--- config.mk ---
export PLATFORM = sky130hd
export DESIGN_NAME = regfile_dumper
export DESIGN_NICKNAME = d
export VERILOG_FILES = /design/src/rtl/rv32_pkg.sv /design/src/rtl/regfile_dumper.sv
export SDC_FILE = /design/constraint.sdc
export NUM_CORES = 1
export LEC_CHECK = 0
export CAP_MARGIN = 20
export CORE_AREA = 10 10 73 87
export DETAILED_ROUTE_END_ITERATION = 10
export DIE_AREA = 0 0 83 97
export GPL_TIMING_DRIVEN = 0
export PLACE_DENSITY = 0.76
export RECOVER_POWER = 50
export SLEW_MARGIN = 20
export SYNTH_ARGS = -nofsm -noshare
export SYNTH_HDL_FRONTEND = slang
export SYNTH_SLANG_ARGS = --single-unit
--- constraint.sdc ---
create_clock -name clk -period 2.62 [get_ports clk]
set_input_delay 0.524 -clock clk [delete_from_list [all_inputs] [get_ports clk]]
set_output_delay 0.524 -clock clk [all_outputs]
set_load 0.01 [all_outputs]
--- src/rtl/rv32_pkg.sv ---
// Shared RV32 widths and the register-file dumper FSM state encoding.
// RF_DUMP_CHECKSUM_EN adds the CSUM state used by the optional trailing XOR beat.
package rv32_pkg;

  localparam int unsigned XLEN       = 32;
  localparam int unsigned REG_ADDR_W = 5;

`ifdef RF_DUMP_CHECKSUM_EN
  localparam bit CSUM_EN = 1'b1;
  typedef enum logic [1:0] {
    ST_IDLE = 2'd0,
    ST_SEND = 2'd1,
    ST_CSUM = 2'd2
  } dump_state_e;
`else
  localparam bit CSUM_EN = 1'b0;
  typedef enum logic [0:0] {
    ST_IDLE = 1'b0,
    ST_SEND = 1'b1
  } dump_state_e;
`endif

endpackage

--- src/rtl/regfile_dumper.sv ---
// Streams registers FIRST_REG..LAST_REG from a spare async register-file read port.
// Define RF_DUMP_CHECKSUM_EN to append an XOR checksum beat after the data beats.
module regfile_dumper
  import rv32_pkg::*;
#(
  parameter int unsigned FIRST_REG = 0,
  parameter int unsigned LAST_REG  = 31
) (
  input  logic                  clk,
  input  logic                  rst_n,
  input  logic                  start,
  input  logic                  abort,
  output logic [REG_ADDR_W-1:0] rf_raddr,
  input  logic [XLEN-1:0]       rf_rdata,
  output logic                  out_valid,
  input  logic                  out_ready,
  output logic [XLEN-1:0]       out_data,
  output logic [REG_ADDR_W-1:0] out_index,
  output logic                  out_last,
  output logic                  busy,
  output logic                  done
);

  localparam logic [REG_ADDR_W-1:0] FIRST_A = REG_ADDR_W'(FIRST_REG);
  localparam logic [REG_ADDR_W-1:0] LAST_A  = REG_ADDR_W'(LAST_REG);

  dump_state_e           state_q, state_d;
  logic                  out_valid_q, out_valid_d;
  logic [XLEN-1:0]       out_data_q, out_data_d;
  logic [REG_ADDR_W-1:0] out_index_q, out_index_d;
  logic                  out_last_q, out_last_d;
  logic                  busy_q, busy_d;
  logic                  done_q, done_d;
`ifdef RF_DUMP_CHECKSUM_EN
  logic [XLEN-1:0]       csum_q, csum_d;
`endif

  logic                  beat_done;
  logic [REG_ADDR_W-1:0] next_index;

  assign beat_done  = out_valid_q && out_ready;
  assign next_index = out_index_q + REG_ADDR_W'(1);

  // Read address runs one register ahead of the pending beat so the reload is ready at handshake.
  always_comb begin
    rf_raddr = FIRST_A;
    if (state_q != ST_IDLE) begin
      rf_raddr = (out_index_q == LAST_A) ? LAST_A : next_index;
    end
  end

  always_comb begin
    state_d     = state_q;
    out_valid_d = out_valid_q;
    out_data_d  = out_data_q;
    out_index_d = out_index_q;
    out_last_d  = out_last_q;
    done_d      = 1'b0;
`ifdef RF_DUMP_CHECKSUM_EN
    csum_d      = csum_q;
`endif

    case (state_q)
      ST_IDLE: begin
        if (start) begin
          state_d     = ST_SEND;
          out_valid_d = 1'b1;
          out_data_d  = rf_rdata;
          out_index_d = FIRST_A;
          out_last_d  = !CSUM_EN && (FIRST_A == LAST_A);
`ifdef RF_DUMP_CHECKSUM_EN
          csum_d      = '0;
`endif
        end
      end

      ST_SEND: begin
        if (abort) begin
          state_d     = ST_IDLE;
          out_valid_d = 1'b0;
          out_last_d  = 1'b0;
        end else if (beat_done) begin
`ifdef RF_DUMP_CHECKSUM_EN
          csum_d = csum_q ^ out_data_q;
`endif
          if (out_index_q == LAST_A) begin
`ifdef RF_DUMP_CHECKSUM_EN
            state_d    = ST_CSUM;
            out_data_d = csum_q ^ out_data_q;
            out_last_d = 1'b1;
`else
            state_d     = ST_IDLE;
            out_valid_d = 1'b0;
            out_last_d  = 1'b0;
            done_d      = 1'b1;
`endif
          end else begin
            out_data_d  = rf_rdata;
            out_index_d = next_index;
            out_last_d  = !CSUM_EN && (next_index == LAST_A);
          end
        end
      end

`ifdef RF_DUMP_CHECKSUM_EN
      ST_CSUM: begin
        if (abort) begin
          state_d     = ST_IDLE;
          out_valid_d = 1'b0;
          out_last_d  = 1'b0;
        end else if (beat_done) begin
          state_d     = ST_IDLE;
          out_valid_d = 1'b0;
          out_last_d  = 1'b0;
          done_d      = 1'b1;
        end
      end
`endif

      default: begin
        state_d     = ST_IDLE;
        out_valid_d = 1'b0;
        out_last_d  = 1'b0;
      end
    endcase

    busy_d = (state_d != ST_IDLE);
  end

  always_ff @(posedge clk) begin
    if (!rst_n) begin
      state_q     <= ST_IDLE;
      out_valid_q <= 1'b0;
      out_data_q  <= '0;
      out_index_q <= '0;
      out_last_q  <= 1'b0;
      busy_q      <= 1'b0;
      done_q      <= 1'b0;
`ifdef RF_DUMP_CHECKSUM_EN
      csum_q      <= '0;
`endif
    end else begin
      state_q     <= state_d;
      out_valid_q <= out_valid_d;
      out_data_q  <= out_data_d;
      out_index_q <= out_index_d;
      out_last_q  <= out_last_d;
      busy_q      <= busy_d;
      done_q      <= done_d;
`ifdef RF_DUMP_CHECKSUM_EN
      csum_q      <= csum_d;
`endif
    end
  end

  assign out_valid = out_valid_q;
  assign out_data  = out_data_q;
  assign out_index = out_index_q;
  assign out_last  = out_last_q;
  assign busy      = busy_q;
  assign done      = done_q;

endmodule
# After elaboration in Yosys (flattened, before gate mapping)
# Index checks and enable logic that the tools add are counted.
# classes
bitwise,3
n_reduce_logical,5
n_eq_ne,8
addsub,1
mux,28
# ops
cell,n
$mux 32,4
$pmux 32 s2,1
$mux 5,6
$mux 1,13
$eq 5x5->1 const B,2
$pmux 5 s2,1
$ne 2x2->1 const B,3
$ne 3x2->1 const B,2
$pmux 1 s2,3
$add 5x1->5 const B,1
$reduce_and 4->1,1
$reduce_or 4->1,1
$not 1->1,3
$reduce_and 3->1,1
$ne 2x1->1 const B,1
$reduce_and 2->1,1
$logic_and 1x1->1,1
# word_totals
inputBits,37
word_cells,51
output_inout_bits,46
register_bits,41

# Logic depth before layout (Yosys ltp)
# depth
ltp_word,6
depth_mapped,10
ltp_nobuf,8

# Worst setup path before layout
# Ideal clock, no wire load.
# synth_path
path_kind,flip-flop to output port
startpoint,"reg out_index_q[1], in the netlist out_index[1]"
endpoint,out rf_raddr[0]
required_ns,2.096
stages_incl_launch_ff,7
arrival_ns,1.432
path_buffers,0
path_slack_ns,0.664
path_cell_list,dfxtp_1 -> ha_1 -> nand3_1 -> inv_1 -> ha_1 -> inv_1 -> a21boi_0
# synth_via
elab_chain_len,3
# synth_rtl
item,line_no,source
"start, declared",regfile_dumper.sv:30,"logic [REG_ADDR_W-1:0] out_index_q, out_index_d;"
"start signal, assigned",regfile_dumper.sv:146,out_index_q <= out_index_d;
$eq 5x5->1,regfile_dumper.sv:48,rf_raddr = (out_index_q == LAST_A) ? LAST_A : next_index;
$mux 5,regfile_dumper.sv:48,
$mux 5,regfile_dumper.sv:47,if (state_q != ST_IDLE) begin
"end, declared",regfile_dumper.sv:13,"output logic [REG_ADDR_W-1:0] rf_raddr,"
# Every way passes these cells.

# Final worst setup path
# layout_path
startpoint,"reg out_index_q[1], in the netlist out_index[1]"
endpoint,out rf_raddr[2]
# layout_via
elab_chain_len,3
word_cells_on_any_way,4
# layout_rtl
item,line_no
$add 5x1->5 or $eq 5x5->1 (tied branches),"regfile_dumper.sv:42, regfile_dumper.sv:48"
$mux 5 (*),regfile_dumper.sv:48
$mux 5 (*),regfile_dumper.sv:47
# Mark *: on every way between the ends. The rest lies on a longest branch, timed or not.

==> impl_metrics.tcl <==
set metrics [dict create \
    min_path_cells 2 \
    finalSetupViolations 0 \
    drtPass1Iterations 4 \
    status "finished clean" \
    path_max_fanout 5 \
    max-cap-violations 0 \
    synthDistinctLibCells 27 \
    ant_nets 0 \
    clk_pin_slew_ns 0.07 \
    final_util_pct 61.85 \
    hpwl_um 3826 \
    wl_um 5013 \
    crit_type "reg -> out" \
    startpoint_type "flip-flop" \
    via_count 1604 \
    htreeDepth 2 \
    yosysTopAreaCellShare_pct 43.91 \
    grt_overflow 0 \
    core_region_area_mm2 0.004594 \
    die_w_um 83 \
    finalCriticalPeriod_ns 2.457 \
    die_area_mm2 0.008051 \
    cp_common_cell "ha_2" \
    clock_latency_ns 0.28 \
    yosysSeqAreaShare_pct 43.91 \
    powerDensity_mw_per_mm2 473.7 \
    hold_path.class "reg -> reg" \
    drive_gt1_share_pct 16.61 \
    row_count 27 \
    fp.dieH_um 97 \
    max_slew_margin_pct 42.99 \
    arrival_ns 1.93 \
    fin_crit_sh_pct 93.78 \
    synth_warnings 0 \
    finalHoldViolations 0 \
    finalNetCount 330 \
    io_buffers 82 \
    grt_pass1_wl_um 7997 \
    antenna_cells 0 \
    grt_start_max_net_pins 12 \
    pre_cts_ws_ns 0.1482 \
    grt_pass1_vias 1586 \
    tightest_slew_ns 0.8534 \
    synth_most_common_cell "nand2_1" \
    syn_avg_cell_area_um2 9.346 \
    antenna_found_initial 0 \
    skew_ns 0.006562 \
    synthToLayoutAreaGrowth_pct 52.01 \
    numCtsBuffers 5 \
    drcViolationCount 0 \
    post_drt_wl_per_cell_um 14.45 \
    grtUsageTotal_pct 11.74 \
    cts_tree "done" \
    syn-num-nets 241 \
    timing.final.ws_setup_ns 0.1629 \
    critPathRequiredTime_ns 2.10 \
    nFillCells 433 \
    synth_cells 200 \
    ys_async_sr_fraction_pct 0 \
    vias_per_cell 4.622 \
    multi_input_area_um2 937.1 \
    cp-end-kind "primary output" \
    worst_path_largest_cell_delay_ns 0.54 \
    max_freq_ghz 0.4070 \
    post-cts-setup-buffers 0 \
    io_pins 83 \
    initial_core_util_pct 40.69 \
    fin_setup_tns_ns 0 \
    routabilityCongestion 0.7802 \
    p_leak_uw 0.001182 \
    rsz0062_at_grt "false" \
    synth-edff-count 0 \
    ir_drop_mv 0.2893 \
    netlist_area_mm2 0.001869 \
    synth_top_area_cell "dfxtp_1" \
    numClockSinks 41 \
    ys.flop_type "dfxtp_1" \
    rr_worst_depth 10 \
    drtIter0Drc 26 \
    slowest_stage "clkdlybuf4s50_1" \
    clockBufferDepth 2 \
    ctsRootBufferMaster "clkbuf_8" \
    synth_area_leaders "dfxtp_1, a21boi_2, nand2_1" \
    ys_ff_latch 41 \
    synth_common_cells "nand2_1, dfxtp_1, a21boi_2, nor2b_1" \
    slew_viol_final 0 \
    seqCellArea_um2 823.3 \
    crit_chain "ha_2, nand3_1, inv_1, ha_2, o21a_1, clkdlybuf4s50_1" \
]
==> state kept, by name (all words and copies together), names as in the netlist <==
signal and flops:
out_valid 1, done 1, out_index 5, out_last 1
busy 1, out_data 32
==> worst max-delay path, delay by kind of cell, from the launching register on <==
family / cells / cell delay (ns)
AND/OR/NAND/NOR: 1 / 0.11
adder cells (fa/ha/maj): 2 / 0.43
buffers and inverters: 2 / 0.62
flip-flops: 1 / 0.37
AO/OA/AOI/OAI: 1 / 0.13
==> layout make-up <==
class | count | share of cell area [%]
sequential | 41 | 28.97
timing repair buffer | 82 | 28.75
tap | 58 | 2.554
inverter | 4 | 0.5284
multi-input combinational | 143 | 32.98
clock buffer | 7 | 3.038
buffer | 12 | 3.170
==> metal layers <==
metal / share of wire, % / vias to the layer above / GRT usage [%] / routed length (µm)
li1: - / 832 / - / -
met1: 46 / 715 / 13.40 / 2282
met2: 47 / 51 / 19.37 / 2346
met3: 6.1 / 6 / 4.188 / 307
met4: 1.5 / 0 / 4.569 / 76
met5: 0 / - / 0 / 0
==> cells in the final DEF (no fill, tap or decap), drive strengths merged <==
cell type / synthesis / routed
dlygate4sd3: 0 / 40
inv: 4 / 4
dfxtp: 41 / 41
nand2: 67 / 67
a21o: 2 / 2
a22oi: 1 / 1
a21boi: 35 / 35
o21ai: 3 / 3
clkdlybuf4s50: 0 / 39
buf: 7 / 7
xor2: 2 / 2
clkbuf: 5 / 12
nor3b: 1 / 1
o21a: 2 / 2
o2bb2ai: 2 / 2
and2: 5 / 5
nand3: 4 / 4
nor2b: 6 / 6
o211ai: 1 / 1
mux2i: 1 / 1
dlygate4sd2: 0 / 3
ha: 4 / 4
and2b: 1 / 1
a21oi: 2 / 2
or3: 1 / 1
and3: 3 / 3
==> power by group <==
part / switching (µW) / total (µW) / internal (µW) / leakage, µW
sequential: 16.9 / 673 / 656 / 0.000337
clock: 199 / 408 / 209 / 0.0000443
combinational: 115 / 265 / 150 / 0.000800
total: 331 / 1350 / 1020 / 0.00118
==> path summary, 6_finish.rpt <==
kind / start / endpoint / slack [ns]
worst min register to register: out_data[20] / out_data[20] / 0.45
worst max-delay path: out_index[1] / rf_raddr[2] / 0.16
worst max register to register: out_index[0] / out_data[12] / 0.23
worst min-delay path: out_data[20] / out_data[20] / 0.45
==> timing repair <==
action,4_1_cts,5_1_grt
endpoints found under the setup margin,4,0
hold buffers,0,0
resized for setup,7,0
==> through the flow <==
step                      std cells  cell area [µm²]  power [µW]  hold WS (ns)
after CTS                       347             2853        1380        0.4584
after global routing            347             2841        1403        0.4716
final                           347             2841        1346        0.4535
after detailed placement        340             2763       973.1        0.4479
after global placement          340             2763       969.3        0.4446
after floorplan                 200             1869       820.8        0.4823
==> cells by family (layout without fill, tap and decap cells) <==
family	after synthesis	in the layout	share of synthesized area [%]
compound gates	48	48	25.37
xor+xnor	2	2	0.9373
fa+ha+maj	4	4	2.677
buf+inv	16	105	5.622
flops	41	41	43.91
mux	1	1	0.5355
simple gates	88	88	20.95
(Power assumes the default switching activity.)
